### config.mk
export PLATFORM = sky130hd
export DESIGN_NAME = fetch_sequencer
export DESIGN_NICKNAME = d
export VERILOG_FILES = /design/src/rtl/fetch_seq_pkg.sv /design/src/rtl/fetch_sequencer_classifier.sv /design/src/rtl/fetch_sequencer.sv
export SDC_FILE = /design/constraint.sdc
export NUM_CORES = 1
export LEC_CHECK = 0
export ABC_AREA = 0
export CAP_MARGIN = 20
export CORE_ASPECT_RATIO = 1.25
export CORE_MARGIN = 10
export CORE_UTILIZATION = 49
export DETAILED_ROUTE_END_ITERATION = 8
export GPL_TIMING_DRIVEN = 0
export PLACE_DENSITY = 0.8
export SYNTH_ARGS = -nofsm -noshare
export SYNTH_HDL_FRONTEND = slang
export SYNTH_SLANG_ARGS = --single-unit
### constraint.sdc
create_clock -name i_clk -period 1.9 [get_ports i_clk]
set_input_delay 0.57 -clock i_clk [delete_from_list [all_inputs] [get_ports i_clk]]
set_output_delay 0.57 -clock i_clk [all_outputs]
set_load 0.05 [all_outputs]
### src/rtl/fetch_seq_pkg.sv
// rtl/fetch_seq_pkg.sv - shared types and opcode helpers for the fetch sequencer
//   Contents: state_e FSM encoding, OP_JMP / OP_HLT opcode constants,
//             is_two_byte() opcode classifier helper.
package fetch_seq_pkg;

   typedef enum logic [2:0] {
      IDLE,
      FETCH,
      OPERAND,
      ISSUE,
      HALT,
      FAULT
   } state_e;

   localparam logic [3:0] OP_JMP = 4'b1100;
   localparam logic [3:0] OP_HLT = 4'b1111;

   // Opcodes that carry an operand byte and go through the exec handshake.
   function automatic logic is_two_byte(input logic [3:0] i_opcode);
      return (i_opcode inside {4'b0100, 4'b0101, 4'b0110, 4'b0111,
                               4'b1000, 4'b1001, 4'b1010, 4'b1011,
                               4'b1101});
   endfunction

endpackage

### src/rtl/fetch_sequencer_classifier.sv
// rtl/fetch_sequencer_classifier.sv - combinational opcode class decoder
//   i_opcode   : instruction bits [6:3]
//   o_two_byte : opcode needs an operand byte and is issued
//   o_jmp      : opcode is JMP (operand byte is the target, never issued)
//   o_hlt      : opcode is HLT
module opcode_classifier
   import fetch_seq_pkg::*;
(
   input  logic [3:0] i_opcode,
   output logic       o_two_byte,
   output logic       o_jmp,
   output logic       o_hlt
);

   assign o_two_byte = is_two_byte(i_opcode);
   assign o_jmp      = (i_opcode == OP_JMP);
   assign o_hlt      = (i_opcode == OP_HLT);

endmodule

### src/rtl/fetch_sequencer.sv
// rtl/fetch_sequencer.sv - fetch/decode/issue controller owning the program counter
//   i_clk, i_rst (async, active-low), i_run
//   i_mem_valid, i_mem_data     : instruction memory return for o_pc_out
//   i_exec_ready                : execute unit accepts the issued instruction
//   o_fetch_req, o_pc_out       : instruction memory read request / address
//   o_exec_valid, o_exec_opcode, o_exec_instr, o_exec_operand, o_exec_two_byte
//   o_halted, o_fault           : sticky terminal states, cleared only by reset
module fetch_sequencer
   import fetch_seq_pkg::*;
#(
   parameter int              PC_W          = 4,
   parameter int              INSTR_W       = 8,
   parameter logic [PC_W-1:0] RESET_PC      = '0,
   parameter int              FETCH_TIMEOUT = 15
)(
   input  logic               i_clk,
   input  logic               i_rst,
   input  logic               i_run,
   input  logic               i_mem_valid,
   input  logic [INSTR_W-1:0] i_mem_data,
   input  logic               i_exec_ready,
   output logic               o_fetch_req,
   output logic [PC_W-1:0]    o_pc_out,
   output logic               o_exec_valid,
   output logic [3:0]         o_exec_opcode,
   output logic [INSTR_W-1:0] o_exec_instr,
   output logic [INSTR_W-1:0] o_exec_operand,
   output logic               o_exec_two_byte,
   output logic               o_halted,
   output logic               o_fault
);

   localparam int CNT_W = $clog2(FETCH_TIMEOUT + 1);

   state_e             r_state;
   state_e             w_next_state;
   logic [PC_W-1:0]    r_pc;
   logic [INSTR_W-1:0] r_ir;
   logic [INSTR_W-1:0] r_opr;
   logic [CNT_W-1:0]   r_cnt;
   logic               r_two;
   logic               r_jmp;

   logic               w_mem_two;
   logic               w_mem_jmp;
   logic               w_mem_hlt;
   logic               w_timeout;
   logic               w_issue;

   // Decode happens once, on the byte returned in FETCH; the class flags are
   // registered with the IR so OPERAND and ISSUE do not re-decode.
   opcode_classifier u_classifier (
      .i_opcode   (i_mem_data[6:3]),
      .o_two_byte (w_mem_two),
      .o_jmp      (w_mem_jmp),
      .o_hlt      (w_mem_hlt)
   );

   // This waiting cycle is the FETCH_TIMEOUT-th one without data.
   assign w_timeout = (r_cnt == CNT_W'(FETCH_TIMEOUT - 1));

   always_ff @(posedge i_clk or negedge i_rst) begin
      if (!i_rst) begin
         r_state <= IDLE;
      end else begin
         r_state <= w_next_state;
      end
   end

   always_comb begin
      w_next_state = r_state;
      o_fetch_req  = 1'b0;
      o_exec_valid = 1'b0;
      o_halted     = 1'b0;
      o_fault      = 1'b0;
      case (r_state)
         IDLE: begin
            if (i_run) w_next_state = FETCH;
         end
         FETCH: begin
            o_fetch_req = 1'b1;
            if (i_mem_valid) begin
               if (w_mem_hlt)                   w_next_state = HALT;
               else if (w_mem_jmp || w_mem_two) w_next_state = OPERAND;
               else                             w_next_state = ISSUE;
            end else if (w_timeout) begin
               w_next_state = FAULT;
            end
         end
         OPERAND: begin
            o_fetch_req = 1'b1;
            if (i_mem_valid) begin
               // A jump is an instruction boundary, so run is sampled here.
               if (r_jmp) w_next_state = i_run ? FETCH : IDLE;
               else       w_next_state = ISSUE;
            end else if (w_timeout) begin
               w_next_state = FAULT;
            end
         end
         ISSUE: begin
            o_exec_valid = 1'b1;
            if (i_exec_ready) w_next_state = i_run ? FETCH : IDLE;
         end
         HALT:    o_halted = 1'b1;
         FAULT:   o_fault  = 1'b1;
         default: w_next_state = IDLE;
      endcase
   end

   always_ff @(posedge i_clk or negedge i_rst) begin
      if (!i_rst) begin
         r_pc  <= RESET_PC;
         r_ir  <= '0;
         r_opr <= '0;
         r_cnt <= '0;
         r_two <= 1'b0;
         r_jmp <= 1'b0;
      end else begin
         case (r_state)
            FETCH: begin
               if (i_mem_valid) begin
                  r_ir  <= i_mem_data;
                  r_two <= w_mem_two;
                  r_jmp <= w_mem_jmp;
                  r_pc  <= r_pc + PC_W'(1);
                  r_cnt <= '0;
                  // Single-byte instructions issue with a zero operand.
                  if (!w_mem_two && !w_mem_jmp) r_opr <= '0;
               end else begin
                  r_cnt <= r_cnt + CNT_W'(1);
               end
            end
            OPERAND: begin
               if (i_mem_valid) begin
                  r_opr <= i_mem_data;
                  r_pc  <= r_jmp ? i_mem_data[PC_W-1:0] : r_pc + PC_W'(1);
                  r_cnt <= '0;
               end else begin
                  r_cnt <= r_cnt + CNT_W'(1);
               end
            end
            default: ;
         endcase
      end
   end

   // Exec payload is only presented while the handshake is open.
   assign w_issue         = (r_state == ISSUE);
   assign o_pc_out        = r_pc;
   assign o_exec_opcode   = w_issue ? r_ir[6:3] : 4'b0000;
   assign o_exec_instr    = w_issue ? r_ir      : '0;
   assign o_exec_operand  = w_issue ? r_opr     : '0;
   assign o_exec_two_byte = w_issue & r_two;

endmodule
Word level (Yosys, flattened, before mapping)
Cells that the tools add are included.
{"block": "op_classes", "reduce_logical": 13, "n_mux": 26, "n_eq_ne": 22, "add_sub_neg": 2, "n_bitwise": 2}
{"operator": "$mux 8", "count": 5}
{"operator": "$eq 4x4->1 const B", "count": 8}
{"operator": "$mux 4", "count": 5}
{"operator": "$mux 3", "count": 6}
{"operator": "$eq 4x3->1 const B", "count": 4}
{"operator": "$pmux 8 s2", "count": 1}
{"operator": "$pmux 3 s5", "count": 1}
{"operator": "$ne 2x2->1 const B", "count": 5}
{"operator": "$reduce_bool 9->1", "count": 1}
{"operator": "$add 4x1->4 const B", "count": 2}
{"operator": "$pmux 4 s2", "count": 1}
{"operator": "$eq 3x2->1 const B", "count": 2}
{"operator": "$eq 3x3->1 const B", "count": 2}
{"operator": "$mux 1", "count": 6}
{"operator": "$reduce_and 3->1", "count": 2}
{"operator": "$reduce_and 4->1", "count": 1}
{"operator": "$reduce_or 2->1", "count": 2}
{"operator": "$eq 3x1->1 const B", "count": 1}
{"operator": "$logic_not 3->1", "count": 1}
{"operator": "$logic_not 1->1", "count": 2}
{"operator": "$mux 2", "count": 1}
{"operator": "$reduce_and 2->1", "count": 1}
{"operator": "$reduce_bool 2->1", "count": 1}
{"operator": "$and 1x1->1", "count": 1}
{"operator": "3 further kinds", "count": 3}
{"block": "totals", "output_inout_bits": 29, "register_bits": 29}

Depth between registers and ports, before layout
Gate-level depths: netlist (run 1).
{"block": "logic_depth", "depth_word": 7, "ltp_mapped": 6, "depth_no_buf": 6}

By module
From an unflattened synthesis (run 1), not the netlist that was laid out.
{"block": "unflattened", "cells_unflattened": 151, "hier_area_um2": 1601.5}
{"mod": "fetch_sequencer", "area_each_um2": 1561.5, "instances": 1, "cells_each": 146}
{"mod": "opcode_classifier", "area_each_um2": 40.0, "instances": 1, "cells_each": 5}

Worst setup path after synthesis (run 1)
No wires, ideal clock.
{"block": "synth_path", "path_type": "register to output", "from": "reg r_state[2]", "to": "out o_exec_opcode[0]", "arrival_ns": 1.922, "slack_ns": -0.592, "path_stages_with_launch": 7, "n_path_buf": 3, "cell_sequence": "dfrtp_1 nand2b_1 clkbuf_1 nor2_1 buf_2 and2_1 buf_4"}
{"block": "synth_via", "elab_chain_cells": 2}
{"item": "start: declaration", "line_no": "fetch_sequencer.sv:35", "text": "state_e r_state;"}
{"item": "start signal: assignment", "line_no": "fetch_sequencer.sv:66", "text": "r_state <= w_next_state;"}
{"item": "$eq 3x2->1", "line_no": "fetch_sequencer.sv:148", "text": "assign w_issue = (r_state == ISSUE);"}
{"item": "$mux 4", "line_no": "fetch_sequencer.sv:150", "text": "assign o_exec_opcode = w_issue ? r_ir[6:3] : 4'b0000;"}
{"item": "end: declaration", "line_no": "fetch_sequencer.sv:25", "text": "output logic [3:0] o_exec_opcode,"}
Every way passes these cells.

Final worst setup path (run 1)
{"block": "layout_path", "from": "reg r_state[2]", "to": "out o_exec_two_byte"}
{"block": "layout_via", "elab_chain_cells": 2}
{"item": "$eq 3x2->1", "line_no": "fetch_sequencer.sv:148"}
{"item": "$and 1x1->1", "line_no": "fetch_sequencer.sv:153", "text": "assign o_exec_two_byte = w_issue & r_two;"}
{"item": "end: declaration", "line_no": "fetch_sequencer.sv:28", "text": "output logic o_exec_two_byte,"}
Every way passes these cells.

==> summary by stage, run 1 <==
Outcome
The flow ran to the end, but the final reports show violations. The final reports fail on setup timing.

Job
The number of maximum-capacitance violations is 0.

Setup path
For the worst setup path, the data arrival time is approximately 1.6 ns. The signal on the critical path passes through nand2b_4 > buf_8 > nor2_4 > buf_8 > buf_6 > and2_4 > buf_8. The startpoint identified for the worst register-to-register timing path is r_state[0]$_DFFE_PN0P_. The endpoint of the worst setup timing path is o_exec_two_byte. The cell with the largest stage delay on the worst path is sky130_fd_sc_hd__dfrtp_1. Among the stages of the critical path, the cell type that occurs most often is sky130_fd_sc_hd__buf_8.

The launch point of the worst path is r_state[2]$_DFFE_PN0P_. The worst reg-to-reg path cell count is 8. The top fanout value on the critical path is 6. In this run the register-to-register setup slack is -0.03 ns. For the worst setup path, the data required time is 1.33 ns. The endpoint of the worst register-to-register path is r_opr[0]$_DFFE_PN0P_. The delay of the slowest cell on the worst path is around 0.38 ns. The critical path launch point type is a flop. STA classifies the critical path endpoint as an output pin. The type of the worst setup path is flop to output pin.

Yosys
The number of warnings reported in the yosys synthesis log is 0. By count the netlist is led by sky130_fd_sc_hd__dfrtp_1, sky130_fd_sc_hd__nor2_1, sky130_fd_sc_hd__nand2_1. Of all flip-flops after synthesis, the portion carrying an async set or reset was 1.00. The top cell type's share of synthesized area is 0.432. For this run, the register share of the synthesized area comes to 0.432.

The number of enable flip-flop cells after synthesis is 0. The cell count after synthesis came out at ~180. A synthesized cell averages 9.55 µm². Among all cell types in the netlist, the one instantiated most often is sky130_fd_sc_hd__dfrtp_1. Counting flops and latches in the post-synthesis netlist gives 29. Sorting the synthesized cells by area gives the leading types as sky130_fd_sc_hd__dfrtp_1, sky130_fd_sc_hd__mux2_2, sky130_fd_sc_hd__mux2i_1, sky130_fd_sc_hd__and2_1, sky130_fd_sc_hd__nor2_1. The cell area after technology mapping is between 0.0015 and 0.002 mm². The biggest area contributor in the post-synthesis netlist is sky130_fd_sc_hd__dfrtp_1. The net count after synthesis is ~190.

Among all flip-flop cells after synthesis, the most frequent one is sky130_fd_sc_hd__dfrtp_1. After synthesis, the netlist uses 40 different library cells.

Drt
The count of TritonRoute iterations in the first routing pass is 4. The final antenna-violating net count is 0. In the final routed layout, each cell accounts on average for between 15 and 20 µm. Dividing the detail-routed via count by the number of cells gives around 5.7.

The post-detailed-routing wire length is around 5500 µm. The total via count after detailed routing is between 1500 and 2000. The detailed router finished its first iteration with between 60 and 70 violations. After detailed routing, the number of remaining DRC violations is 0.

Floorplanning
The core region is about 0.0033 mm². The y dimension of the die is around 85 µm. The area of the die is 0.00619 mm². The count of standard-cell rows is 23.

The floorplan step set the die width to slightly above 70 µm. The I/O pin total is 42. The initial utilization of the core area, before any placement, comes to 0.517.

Cells and area
For this run, the post-layout net count is between 200 and 300. The count of cells in the finished layout, fillers not included, comes to 281. The finished cells cover around 0.0027 mm². The share of post-route cells with drive strength above 1 is 0.426.

The area growth from synthesis to layout is 62.2%. 0 antenna diodes ended up in the layout. The filler cells instantiated in the layout total around 180.

Placement
Prior to clock tree synthesis, the placed netlist has a worst setup slack of -0.722 ns. Routability-driven placement finished with a final weighted congestion of between 0.8 and 0.9. The cell area after placement is around 0.0023 mm². The total of buffers placed on input and output ports is 40.

The post-DP HPWL is roughly 3500 µm. The number of placed cells counting well taps is approximately 250.

Worst hold path
The path class of the lowest-slack min-delay path is flop to flop.

STA
Setup repair after global routing could not meet its margin everywhere. Between clock sinks in the finished design, the worst skew comes to about 0.0056 ns. Setup violations remaining at the end of the flow were counted as 26. Timing would allow up to approximately 460 MHz. Of the available clock period, the critical path in the final layout requires 1.14. Across all setup checks in the final design, the least slack found is -0.260 ns. The final number of max-transition violations is 0. The final period demand of the worst path is ~2.2 ns. The slew at the pin closest to its max-slew limit is 0.674 ns.

The hold violation count in the final report came to 0. The worst pin sits at a relative slew slack of 0.549.

Clock tree
Buffers inserted to repair hold after CTS numbered 0. After clock tree synthesis, the clock-pin slew on the worst setup and hold paths is about 0.06 ns. CTS built an H-tree with a depth of 2. The clock passes through at most 2 buffers. The clock network latency to the later pin of the worst-skew pair is about 0.28 ns. Counting every sink on the clock net gives 29. The number of buffers created by CTS is 5. The TritonCTS clock tree is built. Clock tree synthesis selected as its root buffer the cell sky130_fd_sc_hd__clkbuf_8.

Global routing
The remaining global-route overflow is 0. The wire length of the first global-routing pass is 8340 µm. The via count of the first global-routing pass came to 1698. The pin count of the biggest net entering global routing is 19. The number of antenna violations at the first check in global routing is 0. Across every metal layer, demand over resource in global routing totals 0.171.

Power and ir drop
The power density over the cells is 1750 mW/mm². Across the VDD grid, the largest voltage drop is ~1300 µV. Of the total power, the clock network draws 0.139. The net switching component of the power is about 0.0021 W. The leakage power summed over all cells is between 1 and 1.5 nW. The share of total power dissipated in sequential elements is 0.230.

The share of total power consumed by net switching is 0.444. The combinational fraction of design power is 0.631. Cell internal power was estimated by the tool at 0.00265 W.
state kept, by name, indices dropped and copies added, names as in the netlist:
signal,flops
r_jmp,1
o_pc_out,4
r_opr,8
r_two,1
r_state,3
r_cnt,4
r_ir,8
placed cells by master (no fill, tap or decap), types with 3 or more instances in the layout:
cell / instances
sky130_fd_sc_hd__ha_1: 3
sky130_fd_sc_hd__nor2_1: 13
sky130_fd_sc_hd__mux2i_1: 8
sky130_fd_sc_hd__nor3_4: 5
sky130_fd_sc_hd__buf_8: 22
sky130_fd_sc_hd__buf_6: 15
sky130_fd_sc_hd__dfrtp_1: 27
sky130_fd_sc_hd__nor3_1: 3
sky130_fd_sc_hd__inv_1: 11
sky130_fd_sc_hd__clkbuf_8: 6
sky130_fd_sc_hd__o21ai_1: 5
sky130_fd_sc_hd__o21ai_0: 8
sky130_fd_sc_hd__buf_4: 15
sky130_fd_sc_hd__and2_4: 6
sky130_fd_sc_hd__dlygate4sd2_1: 4
sky130_fd_sc_hd__nor3_2: 4
sky130_fd_sc_hd__nand2_1: 14
sky130_fd_sc_hd__and2_2: 3
sky130_fd_sc_hd__nand3_1: 5
sky130_fd_sc_hd__nor2_4: 3
sky130_fd_sc_hd__clkdlybuf4s50_1: 9
sky130_fd_sc_hd__a21oi_1: 3
sky130_fd_sc_hd__mux2_2: 9
routing by layer:
| layer | GRT usage | up-vias | part of all wire |
|---|---|---|---|
| li1 | - | 736 | - |
| met1 | 0.169 | 799 | 0.34 |
| met2 | 0.311 | 61 | 0.56 |
| met3 | 0.0548 | 18 | 0.060 |
| met4 | 0.0779 | 0 | 0.036 |
| met5 | 0 | - | 0 |
how the worst min path moves through the flow:
stage,startpoint,endpoint,depth (start not counted)
finish,r_ir[0]$_DFFE_PN0P_,r_ir[0]$_DFFE_PN0P_,1
global placement,r_ir[7]$_DFFE_PN0P_,r_ir[7]$_DFFE_PN0P_,1
floorplan,i_rst,o_pc_out[0]$_DFFE_PN0P_,0
global route,r_ir[7]$_DFFE_PN0P_,r_ir[7]$_DFFE_PN0P_,1
CTS,r_ir[2]$_DFFE_PN0P_,r_ir[2]$_DFFE_PN0P_,1
detailed placement,r_ir[2]$_DFFE_PN0P_,r_ir[2]$_DFFE_PN0P_,1
through the flow:
step | total power, W | TNS [ns] | utilization | hold slack (ns)
floorplan | 0.00275 | -0.241 | - | 0.274
finish | 0.00476 | -4.05 | 0.838 | 0.515
detailed placement | 0.00339 | -16.13 | 0.700 | 0.492
global placement | 0.00329 | -20.34 | 0.691 | 0.483
global route | 0.00500 | -5.12 | 0.838 | 0.527
CTS | 0.00449 | -3.72 | 0.801 | 0.506
timing repair:
item,CTS,global route
pin swaps,1,6
buffers inserted,10,11
hold endpoints to repair,0,0
resized for setup,200,23
gates cloned,2,0
endpoints found under the setup margin,29,34
cells by family (layout without fill, tap and decap cells):
kind of cell | Yosys count | count (layout) | synth area share
AO/OA/AOI/OAI | 29 | 29 | 0.118
XOR/XNOR | 3 | 3 | 0.0201
adder cells (fa/ha/maj) | 3 | 3 | 0.0223
buffers and inverters | 24 | 92 | 0.0730
flip-flops | 29 | 29 | 0.432
multiplexers | 17 | 17 | 0.108
AND/OR/NAND/NOR | 71 | 71 | 0.227
final cells by class:
type / count / area, µm² / area share
plain buffers: 10 / 119 / 0.0436
clock buffers: 7 / 86.3 / 0.0317
clock inverters: 1 / 30.0 / 0.0110
inverters: 12 / 50.0 / 0.0184
multi-input cells: 123 / 972 / 0.357
flip-flops and latches: 29 / 728 / 0.267
well taps: 37 / 46.3 / 0.0170
repair buffers: 61 / 688 / 0.253
repair inverters: 1 / 5.00 / 0.00184
power groups by stage:
stage | combinational, W | sequential, W | clock (W)
floorplan | 0.00159 | 0.00116 | 0
global route | 0.00318 | 0.00112 | 0.000689
detailed placement | 0.00231 | 0.00108 | 0
finish | 0.00301 | 0.00110 | 0.000661
CTS | 0.00274 | 0.00109 | 0.000663
global placement | 0.00224 | 0.00105 | 0
critical path: cells and delay by family, from the launching register on:
kind                   cells  cell delay (ns)
AND/OR/NAND/NOR            3             0.42
flip-flops                 1             0.38
buffers and inverters      4             0.51
No activity file was read; power rests on OpenSTA's default activity.
==> inputs of run 2 (changes only) <==
Settings changed: CTS_CLUSTER_SIZE from default to 14.
==> results of run 2 <==
The final DEF is identical to that of run 1; final timing and power are the same.
==> inputs of run 3 (changes only) <==
Settings changed: CORE_ASPECT_RATIO 1.25 to 0.5.
==> run 3 against run 2 <==
  * The run still ends with setup timing left
  * Setup slack worse by 0.060 ns
  * Via count is 4.4% lower
  * Non-clock buffer count is 7 lower
  * Clock power is 1% higher
  * Global-route usage is 1.4 points lower
  * Clock-buffer cell count stayed put
  * Utilization is 0.64 points higher
  * Critical path type unchanged
  * Critical endpoint is now o_exec_operand[1]
  * Largest cell class unchanged
==> summary by stage, run 3 (synthesis gave the netlist of run 1 again) <==
Placement
The number of placed cells counting well taps is approximately 260. The total of buffers placed on input and output ports is 40. At the end of routability-driven placement, the weighted congestion stood at approximately 0.86.

Timing analysis after detailed placement gives a worst setup slack of -0.725 ns. The post-DP HPWL is ~3300 µm.

Floorplanning
In this run the horizontal extent of the chip is ~100 µm. The starting utilization of the core area is 0.536. The count of standard-cell rows is 14. The I/O pin total is 42.

The y dimension of the die is 61.4 µm. The standard cell core area is around 0.0031 mm². The area of the die is roughly 0.0063 mm².

Drt
Once detail routing completed, the nets flagged for antenna violations numbered 0. The total via count after detailed routing is ~1500. The ratio of routed vias to standard cells is 5.59. The count of TritonRoute iterations in the first routing pass is 4. The post-detailed-routing wire length is approximately 5000 µm. For this run, design rule violations remaining after detail routing come to 0.

The number of DRC markers in iteration 0 is 67. The per-cell routed wire length is 17.7 µm.

Setup path
The type of the worst setup path is flop to output pin. Data on the critical path is required at its endpoint by roughly 1.3 ns. The worst setup path is captured at an output pin.

The critical path launch point type is a flop. For the worst setup path, the data arrival time is 1.65 ns. The top fanout value on the critical path is 5.

STA
Across the routed clock network, the largest skew measured is a little over 0.004 ns. The final worst-path setup slack is -0.320 ns. The highest clock rate is between 400 and 500 MHz. The hold violation count in the final report came to 0. Setup repair after global routing could not meet its margin everywhere. Setup violations remaining at the end of the flow were counted as 27.

The worst path in the final design needs a cycle of approximately 2.2 ns, including I/O delays and setup. The final number of max-transition violations is 0. The slew at the pin closest to its max-slew limit is around 0.66 ns. Of the available clock period, the critical path in the final layout requires 1.17. In this run the tightest slew margin relative to its limit is 0.562.

Global routing
The overall global routing resource usage is 0.156. The via count of the first global-routing pass was 1526. The first global-routing pass estimated ~7600 µm of wire. The pin count of the biggest net entering global routing is 19.

The number of antenna violations at the first check in global routing is 0. The remaining global-route overflow is 0.

Clock tree
The TritonCTS clock tree is built. The clock network latency to the later pin of the worst-skew pair is 0.28 ns. The clock transition at the register clock pins on the worst setup and hold paths after CTS is approximately 0.060 ns. The clock sink total is 29. In this run the number of H-tree levels came out at 2. In this run the deepest clock path goes through 2 buffers. The cell chosen for the clock root is sky130_fd_sc_hd__clkbuf_8. The number of clock buffers added by TritonCTS is 5.

Job
The tool flagged a number of max-cap violations equal to 0.

Cells and area
In the final layout, the registers with the most flip-flops are r_ir (8), r_opr (8). The top cell types in the final layout, fill and taps aside, are sky130_fd_sc_hd__dfrtp_1, sky130_fd_sc_hd__buf_8, sky130_fd_sc_hd__nand2_1, sky130_fd_sc_hd__buf_6, sky130_fd_sc_hd__nor2_1. The area growth from synthesis to layout is 57.6%. The count of inserted antenna diode cells is 0. The share of post-route cells with drive strength above 1 is 0.407. The number of nets in the layout is ~250. The leading cell type in the layout, fill and taps excluded is sky130_fd_sc_hd__dfrtp_1.

The number of fill cells in the layout is 164. The non-filler instance count after layout is around 280. The final cell utilization of the core is 0.844.

Worst hold path
The path class of the lowest-slack min-delay path is flop to flop.

Power and ir drop
In this run the power density over the cells is 1710 mW/mm². The leakage power summed over all cells is around 1.2 nW. The highest ir drop seen on vdd is roughly 1300 µV.

Outcome
The final reports fail on setup timing. The run finished, with violations left.
## run 3: changes by cell type in the layout (fill, tap and decap cells not counted), sizes merged
cell           delta
dlymetal6s2s      -2
inv               +1
clkinv            -2
clkbuf            +1
clkdlybuf4s50     +2
buf               -8
## run 3: critical path, stage by stage, from the launching register on
cell,delay (ns)
sky130_fd_sc_hd__dfrtp_1,0.40
sky130_fd_sc_hd__nand2b_4,0.16
sky130_fd_sc_hd__buf_4,0.13
sky130_fd_sc_hd__buf_4,0.13
sky130_fd_sc_hd__clkbuf_4,0.18
sky130_fd_sc_hd__nor3_2,0.18
sky130_fd_sc_hd__buf_6,0.19
## run 3: layer usage
layer  GRT usage  part of all wire
met1       0.187              0.41
met2       0.278              0.52
met3      0.0402             0.060
met4      0.0432            0.0059
met5           0                 0
## run 3: where the power goes
group / switching, W / internal (W)
sequential: 0.000183 / 0.000895
combinational: 0.00155 / 0.00122
clock: 0.000241 / 0.000427
total: 0.00198 / 0.00254
## run 3: worst paths after layout
kind,startpoint,endpoint,slack [ns],cells after the start
setup / recovery,r_state[2]$_DFFE_PN0P_,o_exec_operand[1],-0.32,6
hold / removal,r_ir[1]$_DFFE_PN0P_,r_ir[1]$_DFFE_PN0P_,0.51,1
setup reg to reg,r_state[1]$_DFFE_PN0P_,r_state[0]$_DFFE_PN0P_,0.05,6
hold reg to reg,r_ir[1]$_DFFE_PN0P_,r_ir[1]$_DFFE_PN0P_,0.51,1
max in group asynchronous,i_rst,r_ir[6]$_DFFE_PN0P_,0.70,2
min in group asynchronous,i_rst,o_pc_out[0]$_DFFE_PN0P_,0.69,1
## run 3: through the flow
stage	hold slack, ns	total power, W	setup TNS [ns]	area, µm²
2_1_floorplan	0.274	0.00275	-0.241	1800
4_1_cts	0.502	0.00438	-3.97	2570
3_3_place_gp	0.482	0.00330	-22.20	2250
3_5_place_dp	0.488	0.00337	-15.77	2280
6_report	0.512	0.00452	-5.20	2650
5_1_grt	0.521	0.00477	-6.46	2650
## run 3: layout make-up
type,count,area [µm²],share of cell area
Multi-Input combinational cell,123,948,0.358
Clock inverter,1,30.0,0.0113
Timing Repair Buffer,53,622,0.235
Inverter,12,52.6,0.0198
Clock buffer,7,86.3,0.0326
Tap cell,40,50.0,0.0189
Buffer,11,131,0.0496
Sequential cell,29,727,0.275
## run 3: repair_timing
item	4_1_cts	5_1_grt
gates cloned	1	0
endpoints found under the setup margin	33	26
gates resized for setup	194	21
buffers inserted	8	3
pin swaps	1	5
hold buffers	0	0
